File: config.mk
export PLATFORM = sky130hd
export DESIGN_NAME = man_tx_ctrl_flat
export DESIGN_NICKNAME = d
export VERILOG_FILES = /design/src/rtl/man_tx_ctrl_if.sv /design/src/rtl/man_tx_ctrl.sv /design/src/flat_wrapper.sv
export SDC_FILE = /design/constraint.sdc
export NUM_CORES = 1
export LEC_CHECK = 0
export ABC_AREA = 1
export CORE_MARGIN = 2
export CORE_UTILIZATION = 57
export CTS_BUF_LIST = sky130_fd_sc_hd__clkbuf_4 sky130_fd_sc_hd__clkbuf_8
export CTS_CLUSTER_DIAMETER = 30
export DETAILED_ROUTE_END_ITERATION = 10
export GPL_ROUTABILITY_DRIVEN = 0
export GPL_TIMING_DRIVEN = 0
export PLACE_DENSITY = 0.81
export SLEW_MARGIN = 30
export SYNTH_ARGS = -nofsm -noshare
export SYNTH_HDL_FRONTEND = slang
export SYNTH_SLANG_ARGS = --single-unit
File: constraint.sdc
create_clock -name clk -period 1.95 [get_ports clk]
set_input_delay 0.39 -clock clk [delete_from_list [all_inputs] [get_ports clk]]
set_output_delay 0.39 -clock clk [all_outputs]
set_load 0.02 [all_outputs]
File: src/rtl/man_tx_ctrl_if.sv
// man_tx_ctrl_if: byte-feed handshake between a frame source and man_tx_ctrl.
//   in_valid   source -> sequencer  byte offered on in_byte
//   in_byte    source -> sequencer  frame byte (transmitted LSB first)
//   in_last    source -> sequencer  marks in_byte as the final byte of the frame
//   out_ready  sequencer -> source  holding register empty; transfer on in_valid & out_ready
// Modports: master = byte source, slave = man_tx_ctrl.
interface man_tx_ctrl_if;
  logic       in_valid;
  logic [7:0] in_byte;
  logic       in_last;
  logic       out_ready;

  modport master (
    output in_valid,
    output in_byte,
    output in_last,
    input  out_ready
  );

  modport slave (
    input  in_valid,
    input  in_byte,
    input  in_last,
    output out_ready
  );
endinterface

File: src/rtl/man_tx_ctrl.sv
// man_tx_ctrl: frame sequencer in front of the Manchester encoder on the
// PICC->PCD transmit path (106 kb/s, clk = fc/16, ETU_CLKS clocks per ETU).
// A frame is SOF (one ETU of '1'), then per byte 8 data bits LSB first and an
// odd parity bit, then EOF_ETUS ETUs with the encoder disabled, then a done
// pulse. Consecutive bytes follow with no gap ETU when the next byte is
// already waiting; a missing byte at a byte boundary ends the frame with an
// underrun pulse.
//
// Optional feature: define MAN_TX_PARITY_EN to emit the parity bit after each
// byte. Without it the byte-boundary decision is taken at the end of bit 7.
//
// Ports:
//   clk             transmit clock, all logic on posedge
//   in_rst_n        synchronous active-low reset
//   bus             man_tx_ctrl_if.slave (in_valid/in_byte/in_last/out_ready)
//   out_mod_data    bit to the encoder data input (registered)
//   out_mod_enable  encoder enable, high during SOF/data/parity (registered)
//   out_busy        frame in progress, SOF through EOF
//   out_done        one-cycle pulse at the end of EOF
//   out_underrun    one-cycle pulse when no byte is available at a byte boundary
module man_tx_ctrl #(
  parameter int ETU_CLKS = 8,
  parameter int CNT_W    = 3,
  parameter int EOF_ETUS = 1
) (
  input  logic         clk,
  input  logic         in_rst_n,
  man_tx_ctrl_if.slave bus,
  output logic         out_mod_data,
  output logic         out_mod_enable,
  output logic         out_busy,
  output logic         out_done,
  output logic         out_underrun
);

  localparam int               EOF_W    = (EOF_ETUS > 1) ? $clog2(EOF_ETUS) : 1;
  localparam logic [CNT_W-1:0] ETU_LAST = CNT_W'(ETU_CLKS - 1);
  localparam logic [EOF_W-1:0] EOF_LAST = EOF_W'(EOF_ETUS - 1);

  typedef enum logic [2:0] {
    ST_IDLE,
    ST_SOF,
    ST_DATA,
    ST_PAR,
    ST_EOF
  } state_t;

  state_t           state_q, state_d;
  logic [CNT_W-1:0] etu_cnt_q, etu_cnt_d;
  logic [2:0]       bit_idx_q, bit_idx_d;
  logic [EOF_W-1:0] eof_cnt_q, eof_cnt_d;
  logic             full_q, full_d;
  logic [7:0]       hold_byte_q, hold_byte_d;
  logic             hold_last_q, hold_last_d;
  logic [7:0]       frame_byte_q, frame_byte_d;
  logic             frame_last_q, frame_last_d;
  logic             mod_data_q, mod_data_d;
  logic             mod_enable_q, mod_enable_d;
  logic             busy_q, busy_d;
  logic             done_q, done_d;
  logic             underrun_q, underrun_d;

  logic             etu_end;
  logic             load;
  logic             unload;
  logic             boundary;

  assign etu_end       = (etu_cnt_q == ETU_LAST);
  assign load          = bus.in_valid & ~full_q;
  assign bus.out_ready = ~full_q;

  // Holding register: a load and an unload in the same cycle keep it full
  // with the newly offered byte.
  always_comb begin
    full_d      = load | (full_q & ~unload);
    hold_byte_d = load ? bus.in_byte : hold_byte_q;
    hold_last_d = load ? bus.in_last : hold_last_q;
  end

  always_comb begin
    state_d      = state_q;
    etu_cnt_d    = '0;
    bit_idx_d    = bit_idx_q;
    eof_cnt_d    = eof_cnt_q;
    frame_byte_d = frame_byte_q;
    frame_last_d = frame_last_q;
    mod_data_d   = mod_data_q;
    mod_enable_d = mod_enable_q;
    busy_d       = busy_q;
    done_d       = 1'b0;
    underrun_d   = 1'b0;
    unload       = 1'b0;
    boundary     = 1'b0;

    if (state_q != ST_IDLE) begin
      etu_cnt_d = etu_end ? '0 : etu_cnt_q + CNT_W'(1);
    end

    case (state_q)
      ST_IDLE: begin
        // Leaving IDLE restarts the ETU counter at 0 so the encoder phase
        // lines up with the first SOF clock.
        if (full_q) begin
          state_d      = ST_SOF;
          unload       = 1'b1;
          frame_byte_d = hold_byte_q;
          frame_last_d = hold_last_q;
          mod_data_d   = 1'b1;
          mod_enable_d = 1'b1;
          busy_d       = 1'b1;
        end
      end
      ST_SOF: begin
        if (etu_end) begin
          state_d    = ST_DATA;
          bit_idx_d  = 3'd0;
          mod_data_d = frame_byte_q[0];
        end
      end
      ST_DATA: begin
        // Indexing the latched byte by bit_idx is equivalent to shifting it
        // right once per ETU and sending bit 0.
        if (etu_end) begin
          if (bit_idx_q != 3'd7) begin
            bit_idx_d  = bit_idx_q + 3'd1;
            mod_data_d = frame_byte_q[bit_idx_q + 3'd1];
          end else begin
`ifdef MAN_TX_PARITY_EN
            state_d    = ST_PAR;
            mod_data_d = ~^frame_byte_q;
`else
            boundary   = 1'b1;
`endif
          end
        end
      end
`ifdef MAN_TX_PARITY_EN
      ST_PAR: begin
        if (etu_end) begin
          boundary = 1'b1;
        end
      end
`endif
      ST_EOF: begin
        if (etu_end) begin
          if (eof_cnt_q == EOF_LAST) begin
            state_d   = ST_IDLE;
            eof_cnt_d = '0;
            busy_d    = 1'b0;
            done_d    = 1'b1;
          end else begin
            eof_cnt_d = eof_cnt_q + EOF_W'(1);
          end
        end
      end
      default: begin
        state_d = ST_IDLE;
      end
    endcase

    // Byte boundary: continue with the waiting byte, or close the frame.
    // Closing on a non-last byte is an underrun.
    if (boundary) begin
      if (!frame_last_q && full_q) begin
        state_d      = ST_DATA;
        bit_idx_d    = 3'd0;
        unload       = 1'b1;
        frame_byte_d = hold_byte_q;
        frame_last_d = hold_last_q;
        mod_data_d   = hold_byte_q[0];
      end else begin
        state_d      = ST_EOF;
        eof_cnt_d    = '0;
        mod_data_d   = 1'b0;
        mod_enable_d = 1'b0;
        underrun_d   = ~frame_last_q;
      end
    end
  end

  // Control registers
  always_ff @(posedge clk) begin
    if (!in_rst_n) begin
      state_q      <= ST_IDLE;
      etu_cnt_q    <= '0;
      bit_idx_q    <= '0;
      eof_cnt_q    <= '0;
      full_q       <= 1'b0;
      mod_data_q   <= 1'b0;
      mod_enable_q <= 1'b0;
      busy_q       <= 1'b0;
      done_q       <= 1'b0;
      underrun_q   <= 1'b0;
    end else begin
      state_q      <= state_d;
      etu_cnt_q    <= etu_cnt_d;
      bit_idx_q    <= bit_idx_d;
      eof_cnt_q    <= eof_cnt_d;
      full_q       <= full_d;
      mod_data_q   <= mod_data_d;
      mod_enable_q <= mod_enable_d;
      busy_q       <= busy_d;
      done_q       <= done_d;
      underrun_q   <= underrun_d;
    end
  end

  // Data registers, qualified by full_q / state, so they need no reset
  always_ff @(posedge clk) begin
    hold_byte_q  <= hold_byte_d;
    hold_last_q  <= hold_last_d;
    frame_byte_q <= frame_byte_d;
    frame_last_q <= frame_last_d;
  end

  assign out_mod_data   = mod_data_q;
  assign out_mod_enable = mod_enable_q;
  assign out_busy       = busy_q;
  assign out_done       = done_q;
  assign out_underrun   = underrun_q;

endmodule

File: src/flat_wrapper.sv
// flat-port wrapper written by rule: the top's interface ports become plain ports
module man_tx_ctrl_flat 
#(
  parameter int ETU_CLKS = 8,
  parameter int CNT_W    = 3,
  parameter int EOF_ETUS = 1
)
  (clk, in_rst_n, out_mod_data, out_mod_enable, out_busy, out_done, out_underrun, bus_in_valid, bus_in_byte, bus_in_last, bus_out_ready);
  man_tx_ctrl_if bus_i ();
  input  logic clk;
  input  logic in_rst_n;
  output logic out_mod_data;
  output logic out_mod_enable;
  output logic out_busy;
  output logic out_done;
  output logic out_underrun;
  input wire logic [$bits(bus_i.in_valid)-1:0] bus_in_valid;
  input wire logic [$bits(bus_i.in_byte)-1:0] bus_in_byte;
  input wire logic [$bits(bus_i.in_last)-1:0] bus_in_last;
  output wire logic [$bits(bus_i.out_ready)-1:0] bus_out_ready;
  assign bus_i.in_valid = bus_in_valid;
  assign bus_i.in_byte = bus_in_byte;
  assign bus_i.in_last = bus_in_last;
  assign bus_out_ready = bus_i.out_ready;
  man_tx_ctrl #(.ETU_CLKS(ETU_CLKS), .CNT_W(CNT_W), .EOF_ETUS(EOF_ETUS)) u_core (.clk(clk), .in_rst_n(in_rst_n), .bus(bus_i), .out_mod_data(out_mod_data), .out_mod_enable(out_mod_enable), .out_busy(out_busy), .out_done(out_done), .out_underrun(out_underrun));
endmodule
; Word-level counts from Yosys, hierarchy flattened
; Index checks and enable logic that the tools add are counted.
[op_classes]
n_addsub = 3
muxes = 50
eq_ne = 15
reduce_logical = 12
bitwise_logic = 9
order_cmp = 1
[op_table]
columns = op, count
row1 = two-way mux 3 bit, 11
row2 = two-way mux 8 bit, 4
row3 = two-way mux 1 bit, 30
row4 = inequality test 3 x 1 -> 1 bit (second input constant), 5
row5 = case mux 3 bit (4 select lines), 1
row6 = AND reduction 5 bit, 2
row7 = adder 3 x 1 -> 3 bit (second input constant), 2
row8 = == test 3 bit (second input constant), 2
row9 = inequality test 2 x 1 -> 1 bit (second input constant), 3
row10 = inequality test 3 bit (second input constant), 2
row11 = NOT 1 bit, 6
row12 = case mux 3 bit (2 select lines), 1
row13 = OR reduction 3 bit, 2
row14 = less-than comparator 3 x 4 -> 1 bit (second input constant), 1
row15 = AND reduction 4 bit, 1
row16 = nonzero test 4 bit, 1
row17 = binary-select mux 1 bit (select 3 bit), 1
row18 = == test 3 x 1 -> 1 bit (second input constant), 1
row19 = == test 3 x 2 -> 1 bit (second input constant), 1
row20 = logical NOT 3 bit, 1
row21 = case mux 1 bit (3 select lines), 1
row22 = AND reduction 3 bit, 1
row23 = nonzero test 3 bit, 1
row24 = bitwise AND 1 bit, 2
row25 = other kinds (7), 7
[totals]
elab_cells = 104
in_bits = 12
reg_bits = 34
out_inout_bits = 6

; Logic depth before layout (Yosys ltp)
; Gate-level depths: netlist (run 1).
[depth]
word_depth = 8
mapped_depth = 9
depth_no_buf = 9

; Worst setup path before layout (run 1)
; No wires, ideal clock.
[synth_timing]
path_type = reg2reg
from = reg u_core.bit_idx_q[0]
to = reg u_core.frame_byte_q[0]
path_slack_ps = 473
t_required_ps = 1833
synth_period_minus_slack_ps = 1477
n_path_buf = 1
arrival_time_ps = 1360
setup_time_ps = 117
stages_incl_launch_ff = 9
cell_sequence = dfxtp_1 > ha_1 > ha_1 > inv_1 > nor3_4 > nand2_2 > nand2_4 > buf_8 > o21ai_1
[synth_via]
elab_chain_len = 5
[synth_lines]
columns = element, line
row1 = start: declaration, man_tx_ctrl.sv:50  ; logic [2:0] bit_idx_q, bit_idx_d;
row2 = start signal: assignment, man_tx_ctrl.sv:197  ; bit_idx_q <= bit_idx_d;
row3 = inequality test 3 bit, man_tx_ctrl.sv:124  ; if (bit_idx_q != 3'd7) begin
row4 = two-way mux 1 bit, man_tx_ctrl.sv:124
row5 = two-way mux 1 bit, man_tx_ctrl.sv:123  ; if (etu_end) begin
row6 = two-way mux 1 bit, man_tx_ctrl.sv:99  ; case (state_q)
row7 = two-way mux 8 bit, man_tx_ctrl.sv:163  ; if (boundary) begin
row8 = via u_core.frame_byte_d[0], man_tx_ctrl.sv:55  ; logic [7:0] frame_byte_q, frame_byte_d;
row9 = end signal: assignment, man_tx_ctrl.sv:212  ; frame_byte_q <= frame_byte_d;
row10 = end: declaration, man_tx_ctrl.sv:55
; The timed path passes the listed nets, and every way through them passes these cells.
; A chain may end at the register's enable or synchronous reset.

; Worst setup path in the final report (run 1)
[layout_timing]
from = reg u_core.full_q
to = out bus_out_ready
[layout_via]
elab_chain_len = 1
[layout_lines]
columns = element, line
row1 = start: declaration, man_tx_ctrl.sv:52  ; logic full_q, full_d;
row2 = start signal: assignment, man_tx_ctrl.sv:199  ; full_q <= full_d;
row3 = NOT 1 bit, man_tx_ctrl.sv:70  ; assign bus.out_ready = ~full_q;
row4 = end: declaration, flat_wrapper.sv:20  ; output wire logic [$bits(bus_i.out_ready)-1:0] bus_out_ready;
; Every way passes these cells.

==> impl_metrics.toml, run 1 <==
[yosys]
synth.avg_cell_area_sq_um = 8.33
netlist_area_sq_mm = 0.00148
ys_seq_area_share_pct = 52.0
synth_nets = 196
synth_cells = 178
ys_seq_elements = 34
yosysWarningCount = 0
synth.distinct_cells = 21

[layout]
final_common_cell = "nand2_1"
regArea_sq_um = 771
syn_to_final_growth_pct = 18.3
num-fill-cells = 202
n_antenna_cell = 0
multi_input_area_sq_um = 577
fin_util_pct = 70.8
final_cells = 233
drive_above_1_share_pct = 10.8
fin_area_sq_mm = 0.00175
mostFrequentLayoutCells = "nand2_1, inv_1, dfxtp_1"
nets = 220

[min_path]
min_path_type = "reg -> reg"

[place]
hpwl_mm = 2.13
dpl_cell_area_sq_mm = 0.00169
io_buffers = 17
dp.cells = 225

[sta]
tightest_slew_ps = 340
drv_slew = 0
fmax_ghz = 0.536
relSlewSlack_pct = 77.1
rsz0062_at_grt = "false"
period_share_pct = 95.6
tns_ps = 0
setup_violations = 0
finalHoldViolCount = 0
holdWs_ps = 433
period_needed_ps = 1870
finClkSkew_ps = 12.3

[die]
die_h_microns = 55
core_sq_mm = 0.00248
die_x_microns = 55
ioPinCount = 18
fp-row-count = 18
die_area_sq_mm = 0.00303
initial_core_util_pct = 59.8

[global_route]
grt_max_degree = 12
grt_pass1_wl_mm = 4.50
grt_usage_pct = 21.4
grt_pass1_vias = 1069
overflow = 0
antenna_found_initial = 0

[route]
routed.top_layer = "met4"
wl_per_cell_microns = 11.7
drt_first_iter_violations = 35
vias_per_cell = 5.20
dr_wl_met3_microns = 142
vias = 1211
met2_length_mm = 1.36
ant_nets = 0
wirelength_mm = 2.73
met1_length_mm = 1.20
firstDrtPassIters = 4
drc_errors = 0

[cts]
cts_tree = "yes"
cts_resized = 0
cts_buffer_depth = 2
htreeDepth = 2
clk_pin_slew_ps = 110
clock-sinks = 34
cts-buffers-inserted = 5
post-cts-setup-buffers = 0
ctsHoldBuffers = 0
clk_latency_ps = 330
root_buffer = "clkbuf_4"

[power]
clkPwrFrac_pct = 22.0
swShare_pct = 33.1
combPwrFrac_pct = 28.3
leakagePower_nw = 0.787
p_int_w = 0.00125
ir_drop_mv = 0.825
power_density_mw_per_mm2 = 1070
p_sw_w = 0.000621
p_seq_share_pct = 49.6

[status]
status = "completed"

[setup_path]
startpoint_type = "register"
critical_path_buf_inv_count = 2
crit_path_cell_trace = "inv_1, clkdlybuf4s50_1"
cp-end-kind = "primary output"
arrival_ps = 1480
cp_slowest_stage_delay_ps = 630
cp_data_required_time_ps = 1560
crit_type = "reg -> out"
cp_top_family = "buffers and inverters"
slowest_stage = "clkdlybuf4s50_1"
worstPathMaxFanout = 5

[flow_run]
cap_violations = 0
[kinds of logic after synthesis]
logic type / after synthesis / share of synthesized area (%)
AO/OA/AOI/OAI: 28 / 10.4
flip-flops: 34 / 52.0
adder cells (fa/ha/maj): 6 / 5.06
buffers and inverters: 33 / 9.11
AND/OR/NAND/NOR: 77 / 23.5
[synth_stat cells]
master    count  area (sq um)
a21oi_1       9          45.0
a21oi_2       1          8.76
buf_8         1          15.0
dfxtp_1      25           500
edfxtp_1      9           270
ha_1          6          75.1
inv_1        31           116
inv_2         1          3.75
nand2_1      37           139
nand2_2       5          31.3
nand2_4       1          11.3
nand3_1      12          60.1
nand3b_1      1          7.51
nor2_1       16          60.1
nor2_2        2          12.5
nor3_1        2          10.0
nor3_4        1          16.3
o211ai_1      1          7.51
o21ai_0       7          35.0
o21ai_1       8          40.0
o21ai_2       2          17.5
[per-layer routing]
metal / global-route usage, % / vias up
li1: - / 616
met1: 27.1 / 550
met2: 35.3 / 37
met3: 5.65 / 8
met4: 7.72 / 0
met5: 0 / -
[cell type report]
| cell class | instances | area share, % |
|---|---|---|
| Buffer | 1 | 0.856 |
| Clock buffer | 6 | 2.92 |
| Clock inverter | 2 | 0.713 |
| Inverter | 32 | 6.85 |
| Multi-Input combinational cell | 111 | 32.9 |
| Sequential cell | 34 | 43.9 |
| Tap cell | 30 | 2.14 |
| Timing Repair Buffer | 17 | 9.70 |
[path summary, 6_finish.rpt]
check / from / end / slack, ps / depth (start not counted)
hold / removal: u_core.etu_cnt_q[0]$_SDFF_PP0_ / u_core.etu_cnt_q[0]$_SDFF_PP0_ / 430 / 1
setup reg to reg: u_core.bit_idx_q[0]$_SDFF_PN0_ / u_core.frame_byte_q[4]$_DFF_P_ / 220 / 8
hold reg to reg: u_core.etu_cnt_q[0]$_SDFF_PP0_ / u_core.etu_cnt_q[0]$_SDFF_PP0_ / 430 / 1
setup / recovery: u_core.full_q$_SDFF_PN0_ / bus_out_ready / 80 / 2
[per-stage QoR]
stage	power [W]	setup WS, ps
global route	0.00200	22.1
finish	0.00188	84.9
detailed placement	0.00147	267
floorplan	0.00132	473
CTS	0.00188	85.1
global placement	0.00144	294
[state kept, by name (all words and copies together), names as in the netlist]
signal and count:
u_core.out_done 1, u_core.eof_cnt_q 1, u_core.out_mod_enable 1, u_core.state_q 3, u_core.hold_last_q 1, u_core.frame_byte_q 8, u_core.out_busy 1, u_core.frame_last_q 1
u_core.hold_byte_q 8, u_core.out_underrun 1, u_core.bit_idx_q 3, u_core.etu_cnt_q 3, u_core.out_mod_data 1, u_core.full_q 1
[power by group through the flow]
stage	logic [W]	clock network, W	registers [W]
floorplan	0.000357	0	0.000960
global placement	0.000499	0	0.000943
detailed placement	0.000525	0	0.000949
CTS	0.000530	0.000419	0.000932
global route	0.000599	0.000452	0.000950
finish	0.000531	0.000413	0.000931
Note: power is estimated with default switching activity, not from simulation.
==> run 2: changes to the inputs <==
--- a/config.mk
+++ b/config.mk
@@ -7,13 +7,13 @@
 export LEC_CHECK = 0
 export ABC_AREA = 1
 export CORE_MARGIN = 2
-export CORE_UTILIZATION = 57
+export CORE_UTILIZATION = 50
 export CTS_BUF_LIST = sky130_fd_sc_hd__clkbuf_4 sky130_fd_sc_hd__clkbuf_8
 export CTS_CLUSTER_DIAMETER = 30
 export DETAILED_ROUTE_END_ITERATION = 10
 export GPL_ROUTABILITY_DRIVEN = 0
 export GPL_TIMING_DRIVEN = 0
-export PLACE_DENSITY = 0.81
+export PLACE_DENSITY = 0.73
 export SLEW_MARGIN = 30
 export SYNTH_ARGS = -nofsm -noshare
 export SYNTH_HDL_FRONTEND = slang
==> impl_metrics.toml, run 2 (synthesis gave the netlist of run 1 again) <==
[status]
status = "completed"

[cts]
cts_tree = "yes"
htreeDepth = 2
post-cts-setup-buffers = 0
clk_pin_slew_ps = 110
cts_buffer_depth = 2
cts_resized = 0
root_buffer = "clkbuf_4"
clock-sinks = 34
cts-buffers-inserted = 5
clk_latency_ps = 330
ctsHoldBuffers = 0

[setup_path]
r2r_cells = 8
crit_type = "reg -> out"
worstPathMaxFanout = 5
arrival_ps = 1480
startpoint_type = "register"
cp-end-kind = "primary output"
cp_data_required_time_ps = 1560

[die]
die_h_microns = 58.5
core_sq_mm = 0.00278
ioPinCount = 18
die_x_microns = 58.5
initial_core_util_pct = 53.3
fp-row-count = 19
die_area_sq_mm = 0.00342

[global_route]
met1_usage_pct = 22.8
antenna_found_initial = 0
grt_pass1_wl_mm = 4.60
grt_usage_pct = 18.1
overflow = 0
top_usage_layer = "met2"
grt_use_met2_pct = 27.4
grt_max_degree = 11
grt_pass1_vias = 1095
grt.met3_usage_pct = 5.49

[sta]
drv_slew = 0
setup_violations = 0
tightest_slew_ps = 334
tns_ps = 0
finalHoldViolCount = 0
finClkSkew_ps = 11.7
relSlewSlack_pct = 77.5
period_needed_ps = 1870
period_share_pct = 95.9
fmax_ghz = 0.535
rsz0062_at_grt = "false"

[route]
vias_per_cell = 4.96
drc_errors = 0
vias = 1160
ant_nets = 0
drt_first_iter_violations = 28
firstDrtPassIters = 4
wl_per_cell_microns = 11.0
wirelength_mm = 2.57

[layout]
final_common_cell = "nand2_1"
num-fill-cells = 234
syn_to_final_growth_pct = 17.7
fin_util_pct = 62.8
nets = 220
reg_top3 = "u_core.frame_byte_q x8, u_core.hold_byte_q x8"
mostFrequentLayoutCells = "nand2_1, inv_1, dfxtp_1"
n_antenna_cell = 0
drive_above_1_share_pct = 10.3

[power]
leakagePower_nw = 0.786
power_density_mw_per_mm2 = 1050
ir_drop_mv = 0.766

[flow_run]
cap_violations = 0

[min_path]
hold_depth = 1
min_path_type = "reg -> reg"

[place]
hpwl_mm = 1.95
io_buffers = 17
## run 2: cell types whose count changed in the layout (fill, tap and decap cells not counted)
cell | previous run | this run
clkbuf_8 | 1 | 0
clkinvlp_4 | 1 | 0
clkinv_1 | 0 | 1
clkbuf_4 | 5 | 6
## run 2: critical path: stages, from the launching register on
cell and delay [ps]:
dfxtp_1 350, inv_1 160, clkdlybuf4s50_1 630
## run 2: report_power, final
group / internal [W] / switching (W)
Combinational: 0.000209 / 0.000312
Sequential: 0.000871 / 0.0000621
Clock: 0.000149 / 0.000223
## run 2: layer usage
metal / routed length (microns) / share of wire [%] / vias up
met3: 101 / 3.9 / 5
li1: - / - / 616
met1: 1280 / 50 / 521
met5: 0 / 0 / -
met2: 1130 / 44 / 18
met4: 51 / 2.0 / 0
## run 2: layout make-up
type	count	area, sq um	share of cell area (%)
inverter	32	120	6.88
sequential	34	771	44.2
clock inverter	2	8.76	0.502
timing repair buffer	17	170	9.75
buffer	1	15.0	0.860
multi-input combinational	111	577	33.0
tap	31	38.8	2.22
clock buffer	6	45.0	2.58
## run 2: path summary, 6_finish.rpt
path                                                     start                             end  slack (ps)
worst max register to register  u_core.bit_idx_q[0]$_SDFF_PN0_  u_core.frame_byte_q[4]$_DFF_P_         240
worst min register to register  u_core.etu_cnt_q[0]$_SDFF_PP0_  u_core.etu_cnt_q[0]$_SDFF_PP0_         450
worst max-delay path                  u_core.full_q$_SDFF_PN0_                   bus_out_ready          80
worst min-delay path            u_core.etu_cnt_q[0]$_SDFF_PP0_  u_core.etu_cnt_q[0]$_SDFF_PP0_         450
## run 2: stage by stage
step | total power, W | std cells | setup WS, ps | instance area (sq um) | hold slack (ps)
finish | 0.00183 | 234 | 79.6 | 1750 | 454
CTS | 0.00184 | 234 | 76.6 | 1750 | 457
global route | 0.00196 | 234 | 29.8 | 1750 | 478
floorplan | 0.00132 | 178 | 473 | 1480 | 399
detailed placement | 0.00147 | 226 | 270 | 1690 | 433
global placement | 0.00145 | 226 | 282 | 1690 | 407
==> run 3: changes to the inputs <==
--- a/config.mk
+++ b/config.mk
@@ -14,6 +14,7 @@
 export GPL_ROUTABILITY_DRIVEN = 0
 export GPL_TIMING_DRIVEN = 0
 export PLACE_DENSITY = 0.73
+export SKIP_LAST_GASP = 1
 export SLEW_MARGIN = 30
 export SYNTH_ARGS = -nofsm -noshare
 export SYNTH_HDL_FRONTEND = slang
==> results of run 3 <==
Final layout, timing and power as in run 2 (identical DEF).
